$ cat config.mk
export PLATFORM = sky130hd
export DESIGN_NAME = restoring_divider
export DESIGN_NICKNAME = d
export VERILOG_FILES = /design/src/rtl/div_pkg.sv /design/src/rtl/div_step.sv /design/src/rtl/restoring_divider.sv
export SDC_FILE = /design/constraint.sdc
export NUM_CORES = 1
export LEC_CHECK = 0
export CAP_MARGIN = 20
export CORE_MARGIN = 1
export CORE_UTILIZATION = 31
export CTS_CLUSTER_SIZE = 24
export DETAILED_ROUTE_END_ITERATION = 6
export PLACE_DENSITY = 0.61
export SLEW_MARGIN = 20
export SYNTH_ARGS = -nofsm -noshare
export SYNTH_HDL_FRONTEND = slang
export SYNTH_SLANG_ARGS = --single-unit
$ cat constraint.sdc
create_clock -name clk -period 2.7 [get_ports clk]
set_input_delay 0.81 -clock clk [delete_from_list [all_inputs] [get_ports clk]]
set_output_delay 0.81 -clock clk [all_outputs]
set_load 0.03 [all_outputs]
$ cat src/rtl/div_pkg.sv
// -----------------------------------------------------------------------------
// div_pkg
// Shared definitions for the restoring divider:
//   DIV_WIDTH    - default operand / quotient / remainder width
//   div_state_e  - controller states (IDLE, CALC, DONE)
// -----------------------------------------------------------------------------
package div_pkg;

  localparam int DIV_WIDTH = 8;

  typedef enum logic [1:0] {
    IDLE = 2'd0,
    CALC = 2'd1,
    DONE = 2'd2
  } div_state_e;

endpackage

$ cat src/rtl/div_step.sv
// -----------------------------------------------------------------------------
// div_step
// One combinational restoring-division iteration, MSB first.
// Ports:
//   i_rem  [WIDTH:0]   partial remainder before the step
//   i_quo  [WIDTH-1:0] quotient/dividend shift register before the step
//   i_div  [WIDTH-1:0] divisor
//   o_rem  [WIDTH:0]   partial remainder after the step
//   o_quo  [WIDTH-1:0] shift register after the step (new bit in LSB)
// -----------------------------------------------------------------------------
module div_step #(
  parameter int WIDTH = 8
) (
  input  logic [WIDTH:0]   i_rem,
  input  logic [WIDTH-1:0] i_quo,
  input  logic [WIDTH-1:0] i_div,
  output logic [WIDTH:0]   o_rem,
  output logic [WIDTH-1:0] o_quo
);

  logic [WIDTH:0] w_shift;
  logic [WIDTH:0] w_div_ext;
  logic           w_ge;

  // Shift {remainder, quotient} left by one; the dividend MSB enters the
  // remainder. The remainder MSB that falls out is still honoured in the
  // compare, so the step is correct even for an out-of-range input.
  assign w_shift   = {i_rem[WIDTH-1:0], i_quo[WIDTH-1]};
  assign w_div_ext = {1'b0, i_div};
  assign w_ge      = i_rem[WIDTH] | (w_shift >= w_div_ext);

  assign o_rem = w_ge ? (w_shift - w_div_ext) : w_shift;
  assign o_quo = {i_quo[WIDTH-2:0], w_ge};

endmodule

$ cat src/rtl/restoring_divider.sv
// -----------------------------------------------------------------------------
// restoring_divider
// Unsigned iterative restoring divider, one quotient bit per clock, with
// valid/ready handshakes on both sides.
// Ports:
//   clk, rst                 clock, asynchronous active-high reset
//   in_valid / in_ready      operand handshake (ready only in IDLE)
//   dividend, divisor        unsigned operands, WIDTH bits
//   out_valid / out_ready    result handshake (valid only in DONE)
//   quotient, remainder      unsigned result, WIDTH bits
//   div_by_zero              result came from a zero divisor
// -----------------------------------------------------------------------------
module restoring_divider
  import div_pkg::*;
#(
  parameter int WIDTH = DIV_WIDTH
) (
  input  logic             clk,
  input  logic             rst,
  input  logic             in_valid,
  output logic             in_ready,
  input  logic [WIDTH-1:0] dividend,
  input  logic [WIDTH-1:0] divisor,
  output logic             out_valid,
  input  logic             out_ready,
  output logic [WIDTH-1:0] quotient,
  output logic [WIDTH-1:0] remainder,
  output logic             div_by_zero
);

  localparam int             CNT_W     = $clog2(WIDTH + 1);
  localparam logic [CNT_W-1:0] LAST_ITER = CNT_W'(WIDTH - 1);

  div_state_e       r_state;
  div_state_e       w_state_next;
  logic [CNT_W-1:0] r_count;
  logic [WIDTH:0]   r_rem;
  logic [WIDTH-1:0] r_quo;
  logic [WIDTH-1:0] r_divisor;
  logic             r_dbz;

  logic [WIDTH:0]   w_rem_step;
  logic [WIDTH-1:0] w_quo_step;
  logic             w_accept;
  logic             w_release;
  logic             w_zero_div;

  assign w_accept   = in_valid && in_ready;
  assign w_release  = out_valid && out_ready;
  assign w_zero_div = (divisor == '0);

  div_step #(
    .WIDTH (WIDTH)
  ) u_step (
    .i_rem (r_rem),
    .i_quo (r_quo),
    .i_div (r_divisor),
    .o_rem (w_rem_step),
    .o_quo (w_quo_step)
  );

  // State register
  always_ff @(posedge clk or posedge rst) begin
    if (rst) begin
      r_state <= IDLE;
    end else begin
      r_state <= w_state_next;
    end
  end

  // Next-state logic
  always_comb begin
    w_state_next = r_state;
    case (r_state)
      IDLE: begin
        if (w_accept) begin
          w_state_next = w_zero_div ? DONE : CALC;
        end
      end
      CALC: begin
        // r_count holds the number of iterations already done, so this edge
        // performs iteration WIDTH when it equals WIDTH-1.
        if (r_count == LAST_ITER) begin
          w_state_next = DONE;
        end
      end
      DONE: begin
        if (w_release) begin
          w_state_next = IDLE;
        end
      end
      default: w_state_next = IDLE;
    endcase
  end

  // Output decode, purely from the registered state
  always_comb begin
    in_ready  = (r_state == IDLE);
    out_valid = (r_state == DONE);
  end

  // Datapath registers
  always_ff @(posedge clk or posedge rst) begin
    if (rst) begin
      r_count   <= '0;
      r_rem     <= '0;
      r_quo     <= '0;
      r_divisor <= '0;
      r_dbz     <= 1'b0;
    end else begin
      case (r_state)
        IDLE: begin
          if (w_accept) begin
            r_count   <= '0;
            r_divisor <= divisor;
            if (w_zero_div) begin
              // Divide-by-zero convention: all-ones quotient, dividend as remainder
              r_quo <= '1;
              r_rem <= {1'b0, dividend};
              r_dbz <= 1'b1;
            end else begin
              r_quo <= dividend;
              r_rem <= '0;
              r_dbz <= 1'b0;
            end
          end
        end
        CALC: begin
          r_rem   <= w_rem_step;
          r_quo   <= w_quo_step;
          r_count <= r_count + CNT_W'(1);
        end
        default: begin
          // DONE: result held until the consumer takes it
        end
      endcase
    end
  end

  assign quotient    = r_quo;
  assign remainder   = r_rem[WIDTH-1:0];
  assign div_by_zero = r_dbz;

endmodule

== After elaboration in Yosys (flattened, before gate mapping) ==
Cells that the tools add are included.
Operators by class
  add/subtract/negate cells: 2
  magnitude comparators: 1
  eq/ne operators: 6
  multiplexer cells: 15
  bitwise gates (word level): 1
  reductions and logical operators: 8
Operators with widths (count)
  two-way mux 8 bit: 3
  two-way mux 9 bit: 2
  case mux 9 bit (2 select lines): 1
  case mux 8 bit (2 select lines): 1
  greater-or-equal comparator 9 x 8 -> 1 bit: 1
  subtractor 9 x 8 -> 9 bit: 1
  logical NOT 8 bit: 1
  two-way mux 2 bit: 4
  case mux 4 bit (2 select lines): 1
  case mux 2 bit (3 select lines): 1
  adder 4 x 1 -> 4 bit (second input constant): 1
  == test 4 x 3 -> 1 bit (second input constant): 1
  two-way mux 4 bit: 1
  inequality test 2 x 1 -> 1 bit (second input constant): 2
  AND reduction 2 bit: 2
  AND reduction 3 bit: 1
  == test 2 x 1 -> 1 bit (second input constant): 1
  == test 2 bit (second input constant): 1
  logical AND 1 bit: 2
  logical NOT 2 bit: 1
  inequality test 2 bit (second input constant): 1
  nonzero test 2 bit: 1
  two-way mux 1 bit: 1
  bitwise OR 1 bit: 1
Storage, ports and cells
  register bits: 32
  logic and storage cells: 39

== Longest topological paths before layout ==
Gate-level depths: netlist (run 1).
  depth in word-level cells: 4
  mapped depth: 8

== Cells and area by module ==
From an unflattened synthesis (run 1), not the netlist that was laid out.
Unflattened totals
  cells, all modules: 240
  area, all modules: 2225.9 µm²
Modules (own cells, without submodules)
  restoring_divider: times used 1, cells an instance 157, area an instance 1637.8 µm²
  div_step: times used 1, cells an instance 83, area an instance 588.1 µm²

== Worst setup path after synthesis (run 1) ==
No wires, ideal clock.
  kind: flip-flop to flip-flop
  from: register r_quo[7] (netlist: quotient[7])
  to: register r_rem[6]
  library setup time: 0.126 ns
  arrival time: 1.993 ns
  data required time: 2.574 ns
  path slack: 0.581 ns
  cell stages (with the launch flop): 9
  buffers on the path: 0
  path through: dfrtp_1 -> inv_1 -> ha_1 -> fa_1 -> nand2b_1 -> a21oi_1 -> mux2i_1 -> o2111ai_1 -> o311a_1
On the way
  cells in the longest elaborated chain, start to end: 4
  elaborated cells between the ends (all ways): 5
  classes of those cells: 1 x add/sub; 1 x order compare; 2 x mux; 1 x bitwise
Ends and longest elaborated chain
  start: declaration: line restoring_divider.sv:38  | logic [WIDTH-1:0] r_quo;
  start signal: assignment: line restoring_divider.sv:122  | r_quo <= dividend;
  start signal: assignment: line restoring_divider.sv:130  | r_quo <= w_quo_step;
  greater-or-equal comparator 9 x 8 -> 1 bit: line div_step.sv:30  | assign w_ge = i_rem[WIDTH] | (w_shift >= w_div_ext);
  bitwise OR 1 bit: line div_step.sv:30
  two-way mux 9 bit *: line div_step.sv:32  | assign o_rem = w_ge ? (w_shift - w_div_ext) : w_shift;
  case mux 9 bit (2 select lines) *: line restoring_divider.sv:111  | case (r_state)
  end signal: assignment: line restoring_divider.sv:119  | r_rem <= {1'b0, dividend};
  end signal: assignment: line restoring_divider.sv:129  | r_rem <= w_rem_step;
  end: declaration: line restoring_divider.sv:37  | logic [WIDTH:0] r_rem;
Every way passes the cells marked *; elsewhere a longest branch is shown, timed or not.
A chain may end at the register's enable or synchronous reset.

== Worst setup path in the final report (run 1) ==
  from: register r_state[1]
  to: output port out_valid
On the way
  cells in the longest elaborated chain, start to end: 1
Ends and longest elaborated chain
  start: declaration: line restoring_divider.sv:34  | div_state_e r_state;
  start signal: assignment: line restoring_divider.sv:67  | r_state <= w_state_next;
  == test 2 bit: line restoring_divider.sv:99  | out_valid = (r_state == DONE);
  end: declaration: line restoring_divider.sv:24  | output logic out_valid,
No other way between the ends.

==> impl_metrics.toml, run 1 <==
[outcome]
status = "finished, violations left"
violations = "design-rule violations"

[drt]
postRouteWirelength_um = 4970
wire_per_inst_um = 14.3
drtPass1Iterations = 6
postRouteAntennaNets = 0
drt_iter0_drc = 111
vias_per_cell = 5.41
drc_errors = 12
vias = 1871

[cells_and_area]
fillCellCount = 671
diodes = 0
nNetsFinal = 298
areaGrowthSynthToFinish_pct = 23.7
drive_gt1_frac = 0.112

[setup_path]
slowest_stage = "clkdlybuf4s50_1"
crit_required_ns = 1.89
path_max_fanout = 8
critPathTopFamily = "buffers and inverters"
crit_path_cell_trace = "nor2b_1, clkdlybuf4s50_1"
critPathBufInv = 1
ff2ff_setup_slack_ns = 0.45
critPathArrivalTime_ns = 1.59
start_kind = "register"
cp-end-kind = "output pin"
crit_cells = 2
critPathKind = "register to output pin"
max_stage_delay_ns = 0.68
rr_worst_depth = 6

[sta]
fin_skew_ns = 0.00800
holdWs_ns = 0.500
setup_tns_ns = 0
fmax_mhz = 417
slew_violations = 0
fin_crit_ns = 2.40
finalSetupViolCount = 0
rsz0062_at_grt = "false"
slew_headroom = 0.579
timing.final.crit_share = 0.888
worst_pin_slew_ns = 0.631
hold_violations = 0

[clock_network]
cts_tree = "built"
postCtsHoldBufs = 0
cts.htree.levels = 2
cts_setup_buffers = 0
clk_pin_slew_worst_paths_ns = 0.07
numCtsBuffers = 5
cts_buffer_depth = 2
cts-resized-gates = 0
cts_root_buf = "clkbuf_8"
clkLatencyLatePin_ns = 0.28
cts_num_sinks = 32

[floorplan]
die_area_um2 = 7110
boundaryPins = 39
coreArea_um2 = 6460
start_util = 0.325
die_x_um = 84.3
row_count = 29
die_y_um = 84.3

[global_routing]
gr-total-overflow = 0
grt_usage = 0.149
grt_first_pass_wirelength_um = 8390
grt_max_degree = 33
antenna_found_initial = 0
grt_pass1_vias = 1754

[synth]
yosysWarnings = 0
synth_ff_type = "dfrtp_1"
synth_top_area_share = 0.381
synth_common_cells = "dfrtp_1 (32), nor2_1 (29), nand2_1 (26), o21ai_0 (18), nor3_1 (12)"
syn_nets = 268
ys_async_sr_fraction = 1.00
syn_inst = 238
ys_ff_latch = 32
synthTopCellsByArea = "dfrtp_1 (38%), ha_1 (5.4%), nor2_1 (5.2%)"
netlist_area_um2 = 2100
yosysSeqAreaShare = 0.381
yosysMostFrequentCell = "dfrtp_1"
avgSynthCellArea_um2 = 8.83
ys_types = 48
synth-edff-count = 0
synth_area_leader_cell = "dfrtp_1"

[min_path]
hold_class = "register to register"
min_path_cells = 2

[place]
hpwl_um = 3670
routabilityCongestion = 0.891
io_buffers = 38

[pwr]
p_per_area_nw_per_um2 = 1490
ir_worst_vdd_v = 0.000596
leakagePower_nw = 1.09

[job]
cap_violations = 0
-- cells in the final DEF (no fill, tap or decap), types with 3 or more instances in the layout --
| master | synthesis | final |
|---|---|---|
| nand2_1 | 26 | 26 |
| nor2_1 | 29 | 29 |
| nor2b_1 | 6 | 6 |
| inv_1 | 11 | 11 |
| clkbuf_8 | 0 | 5 |
| nor3_1 | 12 | 12 |
| o311a_1 | 5 | 5 |
| a21oi_1 | 11 | 11 |
| nand2b_1 | 4 | 4 |
| mux2_2 | 3 | 3 |
| clkdlybuf4s50_1 | 0 | 38 |
| nand4_1 | 3 | 3 |
| dfrtp_1 | 32 | 32 |
| o21ai_0 | 18 | 18 |
| buf_4 | 9 | 6 |
| o31ai_2 | 6 | 6 |
| ha_1 | 9 | 9 |
-- layer usage --
layer	GRT usage	vias up	routed length [um]
met1	0.199	884	2300
met4	0.0586	0	107
met2	0.238	64	2250
met3	0.0305	11	303
met5	0	-	0
li1	-	912	-
-- sequential cells by signal (all words and copies together), names as in the netlist --
name,flops
r_rem,9
div_by_zero,1
r_state,2
r_count,4
r_divisor,8
quotient,8
-- cell families after synthesis --
kind of cell / share of synthesized area
xor+xnor: 0.00833
fa+ha+maj: 0.0631
simple gates: 0.210
buf+inv: 0.0815
compound gates: 0.236
flops: 0.381
mux: 0.0208
-- final timing paths --
check                                       start                endpoint
max                        r_state[1]$_DFFE_PP0P_               out_valid
min                          r_rem[8]$_DFFE_PP0P_    r_rem[8]$_DFFE_PP0P_
max reg2reg                  r_rem[5]$_DFFE_PP0P_    r_rem[4]$_DFFE_PP0P_
min reg2reg                  r_rem[8]$_DFFE_PP0P_    r_rem[8]$_DFFE_PP0P_
max in group asynchronous                     rst    r_rem[1]$_DFFE_PP0P_
min in group asynchronous                     rst  r_count[2]$_DFFE_PP0P_
-- power by group --
group | total, mW | internal [mW] | leakage, nW | switching [mW]
Sequential | 0.932 | 0.722 | 0.389 | 0.210
Clock | 0.451 | 0.274 | 0.0552 | 0.177
Combinational | 2.48 | 1.04 | 0.643 | 1.44
-- area by class of cell --
cell class / instances / area, um2 / share of cell area
clock buffers: 6 / 72.6 / 0.0279
inverters: 11 / 41.3 / 0.0159
repair buffers: 44 / 425 / 0.164
clock inverters: 2 / 35.0 / 0.0135
well taps: 77 / 96.3 / 0.0370
multi-input cells: 174 / 1130 / 0.434
flip-flops and latches: 32 / 801 / 0.308
-- through the flow --
step / worst slack [ns] / utilization / area, um2 / power, mW / cells
6_report: 0.302 / 0.403 / 2600 / 3.86 / 346
5_1_grt: 0.230 / 0.403 / 2600 / 4.19 / 346
4_1_cts: 0.303 / 0.403 / 2600 / 3.88 / 346
3_5_place_dp: 0.0860 / 0.386 / 2490 / 3.41 / 338
3_3_place_gp: 0.152 / 0.386 / 2490 / 3.38 / 338
2_1_floorplan: 0.581 / - / 2100 / 2.81 / 238
-- worst reg2reg max path: stages, from the launching register on --
cell,delay (ns)
dfrtp_1,0.45
ha_1,0.39
a21oi_1,0.18
nand2_1,0.08
o211a_1,0.35
or2_1,0.35
o311a_1,0.32
(Power assumes the default switching activity.)
==> inputs of run 2 (changes only) <==
- CELL_PAD_IN_SITES_DETAIL_PLACEMENT: not set -> 0
- CELL_PAD_IN_SITES_GLOBAL_PLACEMENT: not set -> 2
- PLACE_DENSITY: 0.61 -> 0.88
==> run 2 against run 1 <==
  * The flow now finishes without violations
  * Die area did not move
  * Global-route usage grew 1.6 points
  * Critical endpoint unchanged
  * Via count decreased by 2.9%
  * Count of clock-buffer cells in the layout decreased by 1
  * Worst hold slack gained 0.016 ns
  * Clock power down 18%
  * Cell area fell by 0.19%
  * Cell count rose by 0.58%
  * Total power shrank 1.0%
  * Non-clock buffer count increased by 2
==> impl_metrics.toml, run 2 (synthesis results as in run 1) <==
[drt]
postRouteAntennaNets = 0
postRouteWirelength_um = 5170
drc_errors = 0
vias_per_cell = 5.22
drt_iter0_drc = 112
wire_per_inst_um = 14.8
drtPass1Iterations = 4
vias = 1816

[sta]
worst_pin_slew_ns = 0.680
finalSetupViolCount = 0
rsz0062_at_grt = "false"
fmax_mhz = 416
slew_violations = 0
hold_violations = 0
fin_skew_ns = 0.00587
fin_crit_ns = 2.40
setup_slack_ns = 0.299
slew_headroom = 0.546
setup_tns_ns = 0
timing.final.crit_share = 0.889

[pwr]
total_power_mw = 3.82
leakagePower_nw = 1.09
swShare = 0.487
p_sw_mw = 1.86
clockPowerShare = 0.097
p_per_area_nw_per_um2 = 1470
pwr-share-comb = 0.658
ir_worst_vdd_v = 0.000563
p_int_mw = 1.96
share_seq_of_total_power = 0.245

[clock_network]
cts-resized-gates = 0
cts.htree.levels = 2
cts_buffer_depth = 2
cts_root_buf = "clkbuf_8"
numCtsBuffers = 5
cts_num_sinks = 32
cts_tree = "built"
postCtsHoldBufs = 0
clkLatencyLatePin_ns = 0.29
cts_setup_buffers = 0
clk_pin_slew_worst_paths_ns = 0.07

[global_routing]
grt_max_degree = 33
grt_usage = 0.164
grt_first_pass_wirelength_um = 9250
antenna_found_initial = 0
gr-total-overflow = 0
grt_pass1_vias = 1848

[setup_path]
slowest_stage = "clkdlybuf4s50_1"
cp-end-kind = "output pin"
critPathTopFamily = "buffers and inverters"
setup.worst_path.start = "r_state[1]$_DFFE_PP0P_"
worstReg2RegStart = "r_rem[5]$_DFFE_PP0P_"
critPathBufInv = 1
path_max_fanout = 8
critPathArrivalTime_ns = 1.59
crit_path_cell_trace = "nor2b_1, clkdlybuf4s50_1"
start_kind = "register"
ff2ff_setup_slack_ns = 0.44
crit_required_ns = 1.89
max_stage_delay_ns = 0.67
critPathKind = "register to output pin"

[place]
place_area_um2 = 2510
hpwl_um = 3870
place_ws_ns = 0.112
routabilityCongestion = 0.773
io_buffers = 38

[cells_and_area]
multi_input_area_um2 = 1130
fin_area_um2 = 2600
regMostFlops = "r_rem"
largest_register_ffs = 9
nNetsFinal = 300
final_cell_mix = "clkdlybuf4s50_1 (38), dfrtp_1 (32), nor2_1 (29), nand2_1 (26), o21ai_0 (18)"
final_core_utilization = 0.402
fillCellCount = 673
drive_gt1_frac = 0.122
final_common_cell = "clkdlybuf4s50_1"
diodes = 0
areaGrowthSynthToFinish_pct = 23.5
seq_area_um2 = 801

[floorplan]
boundaryPins = 39
row_count = 29
coreArea_um2 = 6460
die_area_um2 = 7110
die_x_um = 84.3
die_y_um = 84.3
start_util = 0.325

[min_path]
hold_class = "register to register"
hp-start = "quotient[4]$_DFFE_PP0P_"

[job]
cap_violations = 0

[outcome]
status = "completed"
run 2: power groups by stage:
| stage | clock [mW] | combinational (mW) | sequential (mW) |
|---|---|---|---|
| 6_report | 0.370 | 2.52 | 0.938 |
| 5_1_grt | 0.397 | 2.83 | 0.975 |
| 4_1_cts | 0.376 | 2.53 | 0.939 |
| 3_5_place_dp | 0 | 2.51 | 0.946 |
| 3_3_place_gp | 0 | 2.50 | 0.945 |
| 2_1_floorplan | 0 | 1.82 | 0.996 |
run 2: worst reg2reg max path, delay by kind of cell, from the launching register on:
family	cells	cell delay, ns
adder cells (fa/ha/maj)	1	0.39
flip-flops	1	0.43
AO/OA/AOI/OAI	3	0.87
AND/OR/NAND/NOR	2	0.44
run 2: final cells by class:
class	count	share of cell area
clock buffers	5	0.0265
clock inverters	3	0.00723
inverters	11	0.0159
multi-input cells	174	0.435
flip-flops and latches	32	0.308
well taps	77	0.0371
repair buffers	46	0.170
run 2: final timing paths:
check,endpoint,cells after the start
max,out_valid,2
min,quotient[4]$_DFFE_PP0P_,2
max reg2reg,r_rem[5]$_DFFE_PP0P_,6
min reg2reg,quotient[4]$_DFFE_PP0P_,2
max in group asynchronous,r_rem[8]$_DFFE_PP0P_,3
min in group asynchronous,quotient[4]$_DFFE_PP0P_,3
run 2: layer usage:
metal | track usage | part of all wire
met4 | 0.0616 | 0.023
met3 | 0.0305 | 0.035
met5 | 0 | 0
met2 | 0.259 | 0.46
met1 | 0.226 | 0.48
run 2: stage by stage:
| step | hold WS, ns | cells |
|---|---|---|
| 2_1_floorplan | 0.457 | 238 |
| 3_3_place_gp | 0.487 | 340 |
| 3_5_place_dp | 0.480 | 340 |
| 4_1_cts | 0.513 | 348 |
| 5_1_grt | 0.535 | 348 |
| 6_report | 0.516 | 348 |
==> edit: new RTL, settings of run 2 <==
Set the package constant `DIV_WIDTH` to 16 (it was 8).
--- a/src/rtl/div_pkg.sv
+++ b/src/rtl/div_pkg.sv
@@ -8,3 +8,3 @@
 
-  localparam int DIV_WIDTH = 8;
+  localparam int DIV_WIDTH = 16;
 
Interface: changed (resized dividend, divisor, quotient and remainder); port bits go from 39 to 71. No check against the original RTL was run, so the function may have changed too.
==> edit against run 2 <==
The run now ends with design-rule violations left; setup slack worse by 0.20 ns; hold slack worse by 0.018 ns; die area up 74%; non-clock buffer count up 50; sequential cell count up 25; routed wire length up 100%; clock power rose to 3.3 times the old value; total power up 120%; area after synthesis up 76%; sequential power up 79%; final area up 93%.
==> edit: results <==
export IMPL_status="complete, but fails checks"
export IMPL_violations="design-rule violations"
export IMPL_yosysUniqueCellTypes=56
export IMPL_cts_root_buffer="clkbuf_16"
export IMPL_antenna_found_initial=0
export IMPL_hp_class="reg -> reg"
export IMPL_hold_depth=1
export IMPL_maxCapViolCount=0
export IMPL_clockBufferDepth=2
export IMPL_clk_latency_ns=0.32
export IMPL_h_tree_depth=3
export IMPL_r2r_start="r_rem[3]$_DFFE_PP0P_"
export IMPL_min_from="r_count[3]$_DFFE_PP0P_"
export IMPL_gp_congestion=0.7837
export IMPL_min_to="r_count[3]$_DFFE_PP0P_"
export IMPL_skew_ns=0.006329
export IMPL_yosysWarningCount=0
export IMPL_cts_buffers=9
export IMPL_route_detailed_drc=10
export IMPL_holdWs_ns=0.4984
export IMPL_path_clk_slew_ns=0.06
export IMPL_synthFlopType="dfrtp_1"
export IMPL_first_pass_iters=6
export IMPL_grt_max_degree=42
export IMPL_grt_first_pass_wirelength_um=16660
export IMPL_ir_drop_uv=577.0
export IMPL_ys_seq_area_share_pct=38.51
export IMPL_hpwlAfterDp_um=7895
export IMPL_worstMarginPinSlew_ns=0.5060
export IMPL_diodes=0
export IMPL_timing_rr_end="r_rem[13]$_DFFE_PP0P_"
export IMPL_synth_nets=475
export IMPL_worstPathMaxFanout=10
export IMPL_top_register="r_rem"
export IMPL_regToRegSetupSlack_ns=0.1
export IMPL_reg2reg_depth=10
export IMPL_wl_per_cell_um=16.42
export IMPL_n_fill_cell=1135
export IMPL_drive_gt1_share_pct=13.18
export IMPL_synthTopCellsByCount="57 x dfrtp_1, 43 x nand2_1, 34 x nor2_1"
export IMPL_largest_reg_flops=17
export IMPL_power_leakage_nw=2.127
export IMPL_synth_edf_count=0
export IMPL_arrival_ns=2.85
export IMPL_numPortBuffers=70
export IMPL_first_iter_violations=212
export IMPL_first_global_vias=3190
export IMPL_track_usage_pct=17.16
export IMPL_routed_via_density=5.090
export IMPL_async_reset_ff_share_pct=100.0
export IMPL_yosys_top_cells_area="dfrtp_1 39%, ha_1 6.1%, nand2_1 4.4%"
export IMPL_final_nets=543
-- edit: how the worst max path moves through the flow --
stage,from,to,slack (ns),depth (start not counted)
after floorplan,quotient[15]$_DFFE_PP0P_,r_rem[14]$_DFFE_PP0P_,0.22,11
after global placement,divisor[13],r_rem[7]$_DFFE_PP0P_,-0.04,8
after detailed placement,divisor[14],r_state[1]$_DFFE_PP0P_,-0.02,9
after CTS,quotient[15]$_DFFE_PP0P_,r_rem[14]$_DFFE_PP0P_,0.03,11
after global routing,r_rem[0]$_DFFE_PP0P_,r_rem[11]$_DFFE_PP0P_,-0.007,10
final,r_rem[3]$_DFFE_PP0P_,r_rem[13]$_DFFE_PP0P_,0.1,10
-- edit: cells by family (layout without fill, tap and decap cells) --
logic type      count (synthesis)  after routing  synth area share, %
buf+inv                        64            137                8.784
fa+ha+maj                      19             19                6.622
simple gates                  130            130                16.28
mux                            14             14                3.986
flops                          57             57                38.51
xor+xnor                       11             11                2.601
compound gates                125            125                23.21
-- edit: metal layers --
layer  up-vias  share of wire [%]  GRT usage (%)
li1       1616                  -              -
met1      1559                 47          23.00
met2        58                 49          27.79
met3         4                3.8          4.101
met4         0               0.53          4.324
met5         -                  0              0
-- edit: final cells by class --
| class | count | area (um^2) | area share, % |
|---|---|---|---|
| Clock buffer | 9 | 225.2 | 4.506 |
| Timing Repair Buffer | 96 | 988.4 | 19.77 |
| Inverter | 25 | 93.84 | 1.877 |
| Clock inverter | 7 | 95.09 | 1.902 |
| Sequential cell | 57 | 1428 | 28.56 |
| Tap cell | 143 | 178.9 | 3.579 |
| Multi-Input combinational cell | 299 | 1989 | 39.80 |
-- edit: per-stage QoR --
stage / TNS (ns) / cells / setup slack, ns / cell area (um^2)
3_5_place_dp: -0.09624 / 616 / -0.02328 / 4592
5_1_grt: -0.006856 / 636 / -0.006856 / 4999
3_3_place_gp: -0.3032 / 616 / -0.03608 / 4592
4_1_cts: 0 / 632 / 0.03387 / 4923
2_1_floorplan: 0 / 420 / 0.2220 / 3704
6_report: 0 / 636 / 0.09935 / 4999
-- edit: power breakdown --
part	switching (mW)	leakage, nW	internal, mW
clock	0.426	0.155	0.807
combinational	2.98	1.29	2.45
sequential	0.359	0.681	1.32
total	3.76	2.13	4.58
-- edit: worst max-delay path: stages, from the launching register on --
cell and delay [ns]:
dfrtp_1 0.39, ha_1 0.40, a21o_1 0.26, a31oi_2 0.30, a21oi_4 0.13, o22ai_4 0.25, o31ai_4 0.11, buf_4 0.16
clkbuf_16 0.17, o22a_1 0.23, o21ai_2 0.11
-- edit: timing repair --
action,CTS,global route
pin swaps,0,3
setup endpoints to repair,1,8
gates cloned,0,1
resized for setup,1,7
setup buffers,0,3
